## config.mk

```make
export PLATFORM = sky130hd
export DESIGN_NAME = register_file
export DESIGN_NICKNAME = d
export VERILOG_FILES = /design/src/rtl/register_file.sv
export SDC_FILE = /design/constraint.sdc
export NUM_CORES = 1
export LEC_CHECK = 0
export ABC_AREA = 1
export BUFFER_PORTS_ARGS = -buffer_cell sky130_fd_sc_hd__clkbuf_2
export CAP_MARGIN = 20
export CORE_MARGIN = 2
export CORE_UTILIZATION = 60
export CTS_CLUSTER_DIAMETER = 120
export DETAILED_ROUTE_END_ITERATION = 8
export PLACE_DENSITY = 0.8
export SYNTH_ARGS = -nofsm -noshare
export SYNTH_HDL_FRONTEND = slang
export SYNTH_SLANG_ARGS = --single-unit
```

## constraint.sdc

```tcl
create_clock -name clk -period 1.7 [get_ports clk]
set_clock_uncertainty 0.15 [all_clocks]
set_input_delay 0.255 -clock clk [delete_from_list [all_inputs] [get_ports clk]]
set_output_delay 0.255 -clock clk [all_outputs]
set_load 0.05 [all_outputs]
```

## src/rtl/register_file.sv

```systemverilog
`default_nettype none
// ============================================================================
//  Module      : register_file
//  Description : Clocked register file with two registered read ports (x, y),
//                one write port (z), same-cycle write-to-read bypass, an
//                optional hardwired zero register and a per-register busy
//                scoreboard for operand-availability stalls.
//  Revision    : 1.0  initial release
// ============================================================================
module register_file #(
   parameter int b        = 8,   // data width
   parameter int N_b      = 4,   // select width, depth = 2**N_b
   parameter int ZERO_REG = 0    // 1: register 0 reads 0, is never written or busy
) (
   input  logic           clk,
   input  logic           rst_n,
   output logic [b-1:0]   x,
   output logic [b-1:0]   y,
   input  logic [b-1:0]   z,
   input  logic           x_enb,
   input  logic           y_enb,
   input  logic           z_enb,
   input  logic [N_b-1:0] x_sel,
   input  logic [N_b-1:0] y_sel,
   input  logic [N_b-1:0] z_sel,
   input  logic           busy_set,
   input  logic [N_b-1:0] busy_sel,
   output logic           x_busy,
   output logic           y_busy
);

   localparam int D  = 2**N_b;
   localparam bit ZR = (ZERO_REG != 0);

   logic [b-1:0] regs_q [D];
   logic [D-1:0] wr_en;
   logic [D-1:0] busy_q;
   logic [D-1:0] busy_d;
   logic [b-1:0] x_q, x_d;
   logic [b-1:0] y_q, y_d;

   // Per-register write-enable decode and scoreboard next-state.
   // A busy_set to the same index as the clearing write wins, since it
   // represents a newly issued producer for that register.
   for (genvar i = 0; i < D; i++) begin : g_reg
      localparam logic [N_b-1:0] IDX = N_b'(i);
      if (ZR && (i == 0)) begin : g_zero
         assign wr_en[i]  = 1'b0;
         assign busy_d[i] = 1'b0;
      end else begin : g_norm
         assign wr_en[i]  = z_enb && (z_sel == IDX);
         assign busy_d[i] = (busy_set && (busy_sel == IDX)) ? 1'b1 :
                            wr_en[i]                        ? 1'b0 :
                                                              busy_q[i];
      end
   end

   // Storage array: write z into the addressed register.
   always_ff @(posedge clk or negedge rst_n) begin
      if (!rst_n) begin
         for (int i = 0; i < D; i++) regs_q[i] <= '0;
      end else begin
         for (int i = 0; i < D; i++) begin
            if (wr_en[i]) regs_q[i] <= z;
         end
      end
   end

   // Read-port next values: hold when disabled, zero register reads 0,
   // otherwise a same-edge write to the same address is forwarded.
   always_comb begin
      x_d = x_q;
      if (x_enb) begin
         if (ZR && (x_sel == '0))            x_d = '0;
         else if (z_enb && (z_sel == x_sel)) x_d = z;
         else                                x_d = regs_q[x_sel];
      end
      y_d = y_q;
      if (y_enb) begin
         if (ZR && (y_sel == '0))            y_d = '0;
         else if (z_enb && (z_sel == y_sel)) y_d = z;
         else                                y_d = regs_q[y_sel];
      end
   end

   // Registered read outputs and busy scoreboard.
   always_ff @(posedge clk or negedge rst_n) begin
      if (!rst_n) begin
         x_q    <= '0;
         y_q    <= '0;
         busy_q <= '0;
      end else begin
         x_q    <= x_d;
         y_q    <= y_d;
         busy_q <= busy_d;
      end
   end

   assign x = x_q;
   assign y = y_q;

   // A write to the operand this cycle satisfies it via bypass, so it is
   // no longer reported busy.
   assign x_busy = busy_q[x_sel] && !(z_enb && (z_sel == x_sel));
   assign y_busy = busy_q[y_sel] && !(z_enb && (z_sel == y_sel));

endmodule
`default_nettype wire

```

=== Yosys cells after proc, flatten, opt, wreduce, memory -nomap -nowiden ===
Cells that the tools add are included.

* Bits in registers: 160
* Input bits: 30
* Output and inout bits: 18
* Logic and storage cells: 172

* $lt $le $gt $ge: 4
* Equality and inequality tests: 32
* Multiplexer cells: 44
* Bitwise gates (word level): 2
* Reduce and logical (&&, ||, !) cells: 56

{| class="wikitable"
|+ Operators by type and width
! operator !! number
|-
| 8-bit binary-select mux with 4-bit select || 2
|-
| 4-bit == test (second input constant) || 16
|-
| 8-bit two-way mux || 6
|-
| 1-bit logical AND || 36
|-
| 1-bit two-way mux || 34
|-
| 4-bit by 3-bit == test with 1-bit output (second input constant) || 8
|-
| 2-bit nonzero test || 16
|-
| 4-bit by 2-bit == test with 1-bit output (second input constant) || 4
|-
| 5-bit greater-or-equal comparator (second input constant) || 2
|-
| 4-bit by 5-bit < comparator with 1-bit output (second input constant) || 2
|-
| 4-bit NOT with 5-bit output || 2
|-
| 1-bit binary-select mux with 4-bit select || 2
|-
| 4-bit by 1-bit == test with 1-bit output (second input constant) || 2
|-
| 4-bit == test || 2
|-
| 4-bit logical NOT || 2
|-
| 1-bit logical NOT || 2
|}

=== Longest topological paths before layout ===
Gate-level depths: netlist of run 1.

* Depth in word-level cells: 5
* Mapped depth: 11
* Depth with buffers taken out: 9

=== Worst setup path after synthesis of run 1 ===
Ideal clock, no wire load.

* Path kind: input to output
* From: input x_sel[3]
* To: output x_busy
* Arrival: 2.109 ns
* Data required time: 1.295 ns
* Setup slack: -0.814 ns
* Cell stages on the path: 8
* Buffers on the path: 2
* Cells stage by stage: buf_4 > inv_2 > nand2_1 > o21ai_2 > nor2_2 > nand3_2 > buf_6 > a21boi_0

* Longest elaborated chain between the ends: 4
* Elaborated cells between the ends (all ways): 6
* Classes of those cells: eq/ne (1); mux (2); reduce/logical (3)

{| class="wikitable"
|+ Ends and longest elaborated chain
! item !! RTL line !! text
|-
| start: declaration || 23 || <nowiki>input logic [N_b-1:0] x_sel,</nowiki>
|-
| parallel branches: the longest is 3 deep, another holds 1-bit binary-select mux with 4-bit select || n/a ||
|-
| 1-bit logical AND (*) || 104 || <nowiki>assign x_busy = busy_q[x_sel] && !(z_enb && (z_sel == x_sel));</nowiki>
|-
| end: declaration || 28 || <nowiki>output logic x_busy,</nowiki>
|}

Mark *: on every way between the ends. The select of a mux whose other input is x is not followed.

=== Final worst setup path of run 1 ===
* From: register busy_q[5]
* To: output x_busy

* Longest elaborated chain between the ends: 3

{| class="wikitable"
|+ Ends and longest elaborated chain
! item !! RTL line !! text
|-
| start: declaration || 37 || <nowiki>logic [D-1:0] busy_q;</nowiki>
|-
| start signal: assignment || 95 || <nowiki>busy_q <= busy_d;</nowiki>
|-
| 1-bit binary-select mux with 4-bit select || 104 ||
|-
| 1-bit two-way mux (implied by the code) || 104 ||
|-
| 1-bit logical AND || 104 ||
|}

Every way passes these cells. The select of a mux whose other input is x is not followed.

==> results of run 1 <==
-- per-layer routing --
metal  track usage  up-vias
met2         0.617      585
met4         0.182        0
met1         0.510     4513
met3         0.100      134
li1              -     4504
met5             0        -
-- cells by family (layout without fill, tap and decap cells) --
kind of cell              Yosys count  in the layout
AOI/OAI and AO/OA                 183            183
xor gates and xnor gates            2              2
buffers and inverters             254            315
DFF                               160            160
and+or+nand+nor                   790            790
-- state kept, by name (all words and copies together), names as in the netlist --
name,count
busy_q,16
regs_q,128
x,8
y,8
-- worst max-delay path by stage --
| stage | slack [ns] | start | cells past startpoint | endpoint |
|---|---|---|---|---|
| 6_report | -0.31 | busy_q[5]$_DFFE_PN0P_ | 7 | x_busy |
| 2_1_floorplan | -0.01 | x_sel[0] | 7 | x_busy |
| 3_3_place_gp | -0.14 | x_sel[0] | 7 | x_busy |
| 5_1_grt | -0.38 | busy_q[5]$_DFFE_PN0P_ | 7 | x_busy |
| 4_1_cts | -0.28 | busy_q[1]$_DFFE_PN0P_ | 7 | y_busy |
| 3_5_place_dp | -0.16 | x_sel[0] | 9 | x_busy |
-- power breakdown --
| part | leakage [uW] | switching, uW | internal [uW] | total (uW) |
|---|---|---|---|---|
| Clock | 0.000293 | 1740 | 2270 | 4010 |
| Combinational | 0.00331 | 2360 | 1060 | 3420 |
| Sequential | 0.00190 | 327 | 4670 | 4990 |
-- final cells by class --
cell class | count | area, um2
Tap cell | 216 | 270
Multi-Input combinational cell | 975 | 4470
Fill cell | 1289 | 4620
Clock inverter | 13 | 153
Clock buffer | 19 | 453
Sequential cell | 160 | 4000
Timing Repair Buffer | 119 | 1130
Inverter | 164 | 618
-- synth_stat cells, drive strengths merged --
cell type | instances | area [um2]
inv | 161 | 604
xnor2 | 2 | 17.5
a21oi | 16 | 80.1
nor3 | 3 | 20.0
nand3 | 265 | 1340
clkinv | 3 | 11.3
o21ai | 165 | 830
a21boi | 2 | 15.0
dfrtp | 160 | 4000
buf | 53 | 345
nand2 | 457 | 1720
nor2 | 65 | 384
clkbuf | 37 | 139
-- critical path, stage by stage (launching register included) --
cell and delay (ns):
dfrtp_1 0.33, inv_2 0.06, a21oi_2 0.12, o21ai_2 0.08, nand3_1 0.10, nand3_2 0.10
a21boi_4 0.20, buf_12 0.16
-- through the flow --
stage	util	hold WS, ns	setup TNS (ns)	power [uW]	instance area [um2]
final	0.706	0.00807	-0.565	12400	11100
after CTS	0.705	0.000707	-0.569	12300	11100
after detailed placement	0.663	0.0671	-1.50	8320	10400
after floorplan	-	-0.191	-0.0113	7210	9570
after global routing	0.706	0.0367	-0.740	13000	11100
after global placement	0.663	0.0698	-1.10	8200	10400
-- what timing repair did --
action | in CTS | in global routing
gates resized for setup | 20 | 6
endpoints found under the setup margin | 2 | 2
hold buffers | 4 | 0
pin swaps | 16 | 3
endpoints found under the hold margin | 143 | 0
==> flow_summary.ini, run 1 <==
[place]
post-place-ws_ns = -0.157
gp_congestion = 0.990
portBuffers = 47
dp.cells = 1630
hpwl_um = 21600

[clock_network]
htreeDepth = 4
clock_latency_ns = 0.45
cts_buffers = 17
ctsRootBufferMaster = clkbuf_16
clk_pin_slew_ns = 0.06
cts_tree = done
cts_max_path_buffers = 2
numClockSinks = 160
post-cts-setup-buffers = 0

[yosys]
syn-num-nets = 1419
synth_simple_gate_area_frac = 0.364
synth_top_family_by_area = simple AND/OR/NAND/NOR gates
syn-mean-instance-area_um2 = 6.85
yosysWarningCount = 0
synthAdderAreaFrac = 0
netlist_instances = 1389
synth_mux_area_frac = 0
yosysSeqAreaShare = 0.421
yosysUniqueCellTypes = 25
synth_compound_area_frac = 0.0972
synthXorXnorAreaFrac = 0.00184
netlist_area_um2 = 9510
synth_seq_cells = 160

[floorplan]
die_h_um = 130
fp-row-count = 46
die_w_um = 130
die_area_um2 = 16900
ioPinCount = 48
core_um2 = 15700
start_util = 0.605

[finish]
antenna-diode-count = 0
stdcell_count = 1666
layout_common_cells = 455 x nand2_1, 258 x nand3_1, 160 x dfrtp_1
syn_to_final_growth_pct = 16.6
drive_gt1_frac = 0.139
layout.nets = 1467
layout_commonest_cell = nand2_1

[route]
drt-met1-wl_um = 12200
wl_met3_um = 3340
dr_wl_met2_um = 14500
avgViaCountPerCell = 5.84
wl_per_cell_um = 19.0
initialDrtViolationCount = 1209
highest_layer = met4
wirelength_um = 31700
antenna_left = 0
vias = 9736
first_pass_iters = 7
drc_errors = 0

[global_route]
grt_util_all_layers = 0.392
grt_pass1_vias = 9065
grt_pass1_wl_um = 49600
grt_max_degree = 46
antenna_found_initial = 0
grt_overflow_total = 0

[hold_path]
hold_path.class = input pin to flip-flop
min_to = busy_q[12]$_DFFE_PN0P_
hold_depth = 3
min_from = busy_set

[worst_setup_path]
worstPathMaxFanout = 3
arrival_ns = 1.60
critical_path_required_ns = 1.29
path_class = flip-flop to output pin
startpoint_type = flip-flop
worstReg2RegEnd = x[7]$_DFFE_PN0P_
rrSetupSlack_ns = 0.16
worstRegToRegCells = 8
setup.worst_path.end_class = output pin
r2r-start = regs_q[15]$_DFFE_PN0P_

[power]
vdd_ir_drop_max_v = 0.000829
powerDensity_nw_per_um2 = 1120
p_leak_uw = 0.00551

[timing]
maxSlewViolCount = 0
finalCritPeriodShare = 1.18
rsz0062_at_grt = true
setup_ws_ns = -0.306
slew_headroom = 0.575
worstMarginPinSlew_ns = 0.637
hold_violations = 0
fmax_mhz = 499
finalSetupViolations = 2
finalCriticalPeriod_ns = 2.01

[status]
status = finished, violations left
violations = negative setup slack

[run]
drv_cap = 0
No activity file was read; power rests on OpenSTA's default activity.
==> run 2: changes to the inputs <==
==> constraint.sdc (replaced) <==
create_clock -name clk -period 2 [get_ports clk]
set_clock_uncertainty 0.15 [all_clocks]
set_input_delay 0.3 -clock clk [delete_from_list [all_inputs] [get_ports clk]]
set_output_delay 0.3 -clock clk [all_outputs]
set_load 0.05 [all_outputs]
==> flow_summary.ini, run 2 (synthesis results as in run 1) <==
[status]
status = finished, violations left
violations = negative setup slack

[clock_network]
clock_latency_ns = 0.44
ctsRootBufferMaster = clkbuf_16
cts_buffers = 17
htreeDepth = 4
cts_max_path_buffers = 2
numClockSinks = 160
cts_tree = done
clk_pin_slew_ns = 0.07

[worst_setup_path]
path_cells = inv_1 > a21oi_1 > o21ai_1 > nand3_1 > nand3_1 > a21boi_2 > buf_8
r2r-start = regs_q[74]$_DFFE_PN0P_
arrival_ns = 1.62
critical_path_required_ns = 1.55
setup.worst_path.end_class = output pin
crit_top_cell = nand3_1
path_class = flip-flop to output pin
worstRegToRegCells = 8
worstReg2RegEnd = x[2]$_DFFE_PN0P_
startpoint_type = flip-flop
worstPathMaxFanout = 3
cp_slowest_cell = dfrtp_1
critPathMaxStageDelay_ns = 0.33
rrSetupSlack_ns = 0.54

[power]
pwr-share-clk = 0.313
power.internal_uw = 6600
power_frac_seq = 0.415
powerDensity_nw_per_um2 = 963
p_leak_uw = 0.00525
power_uw = 10200
power_frac_comb = 0.272
power_switching_uw = 3590
vdd_ir_drop_max_v = 0.000653
p_sw_frac = 0.352

[place]
portBuffers = 47
gp_congestion = 0.962
hpwl_um = 19900
post-place-ws_ns = -0.0446

[hold_path]
hold_path.class = input pin to flip-flop
hold_depth = 3
min_to = busy_q[4]$_DFFE_PN0P_
min_from = busy_set

[floorplan]
core_um2 = 15700
die_h_um = 130
fp-row-count = 46
die_area_um2 = 16900
start_util = 0.605
ioPinCount = 48
die_w_um = 130

[run]
drv_cap = 0

[route]
first_pass_iters = 6
wirelength_um = 29700
drc_errors = 0
initialDrtViolationCount = 1138
wl_per_cell_um = 18.1
avgViaCountPerCell = 5.80
antenna_left = 0
vias = 9475

[timing]
setup_ws_ns = -0.0703
fmax_mhz = 483
hold_violations = 0
finalCriticalPeriod_ns = 2.07
worstMarginPinSlew_ns = 0.665
rsz0062_at_grt = true
finalSetupViolations = 2
finalCritPeriodShare = 1.04
maxSlewViolCount = 0
slew_headroom = 0.557

[finish]
layout_common_cells = 455 x nand2_1, 260 x nand3_1, 160 x dfrtp_1
multi_input_area_um2 = 4460
layout.nets = 1435
drive_gt1_frac = 0.118
largest-register = regs_q
antenna-diode-count = 0
nFillCells = 1385
largest_reg_flops = 128
seq_area_um2 = 4000
syn_to_final_growth_pct = 11.2
layout_commonest_cell = nand2_1
reg_top3 = regs_q x128, busy_q x16

[global_route]
grt_overflow_total = 0
grt_pass1_wl_um = 47300
grt_util_all_layers = 0.371
grt_max_degree = 62
grt_pass1_vias = 8723
antenna_found_initial = 0
-- run 2: cell count changes in the layout (fill, tap and decap cells not counted), sizes merged --
cell	delta
buf	-30
inv	-3
clkbuf	+2
bufinv	-1
clkinvlp	+1
dlygate4sd3	-1
-- run 2: layer usage --
metal / track usage / up-vias / wire (um)
met3: 0.0849 / 77 / 3280
met5: 0 / - / 0
met2: 0.558 / 567 / 13200
li1: - / 4431 / -
met1: 0.517 / 4400 / 12100
met4: 0.161 / 0 / 1100
-- run 2: power groups by stage --
stage | logic [uW] | clock network (uW) | registers, uW
after global routing | 3100 | 3340 | 4290
after CTS | 2710 | 3210 | 4210
after floorplan | 1750 | 0 | 4360
after global placement | 2620 | 0 | 4230
final | 2770 | 3190 | 4220
after detailed placement | 2670 | 0 | 4260
-- run 2: worst max path at each step --
stage,from,depth (start not counted),slack (ns),to
floorplan,x_sel[3],8,0.06,x_busy
global placement,y_sel[0],8,-0.04,y_busy
detailed placement,y_sel[0],8,-0.04,y_busy
CTS,busy_q[9]$_DFFE_PN0P_,7,-0.07,x_busy
global route,busy_q[14]$_DFFE_PN0P_,7,-0.14,x_busy
finish,busy_q[5]$_DFFE_PN0P_,7,-0.07,y_busy
-- run 2: timing repair --
item	CTS	global route
pin swaps	9	9
buffers inserted	0	0
resized for setup	14	20
hold buffers	3	0
hold endpoints to repair	66	0
endpoints found under the setup margin	2	2
-- run 2: per-stage QoR --
step                      area, um2  cells  utilization  hold WS, ns  TNS [ns]
after floorplan                9520   1389            -       -0.146         0
after global placement         9930   1599        0.632       0.0715   -0.0379
after detailed placement       9930   1599        0.632       0.0741   -0.0446
after CTS                     10500   1634        0.671       0.0447    -0.131
after global routing          10600   1634        0.673       0.0781    -0.270
final                         10600   1634        0.673       0.0539    -0.116
-- run 2: area by class of cell --
type,count,share of cell area
multi-input cells,975,0.421
flip-flops and latches,160,0.378
repair buffers,87,0.0626
inverters,164,0.0582
clock buffers,22,0.0439
well taps,216,0.0255
clock inverters,10,0.00993
-- run 2: critical path, delay by kind of cell, from the launching register on --
family | cells | cell delay, ns
compound gates | 3 | 0.44
simple gates | 2 | 0.18
flops | 1 | 0.33
buf+inv | 2 | 0.24
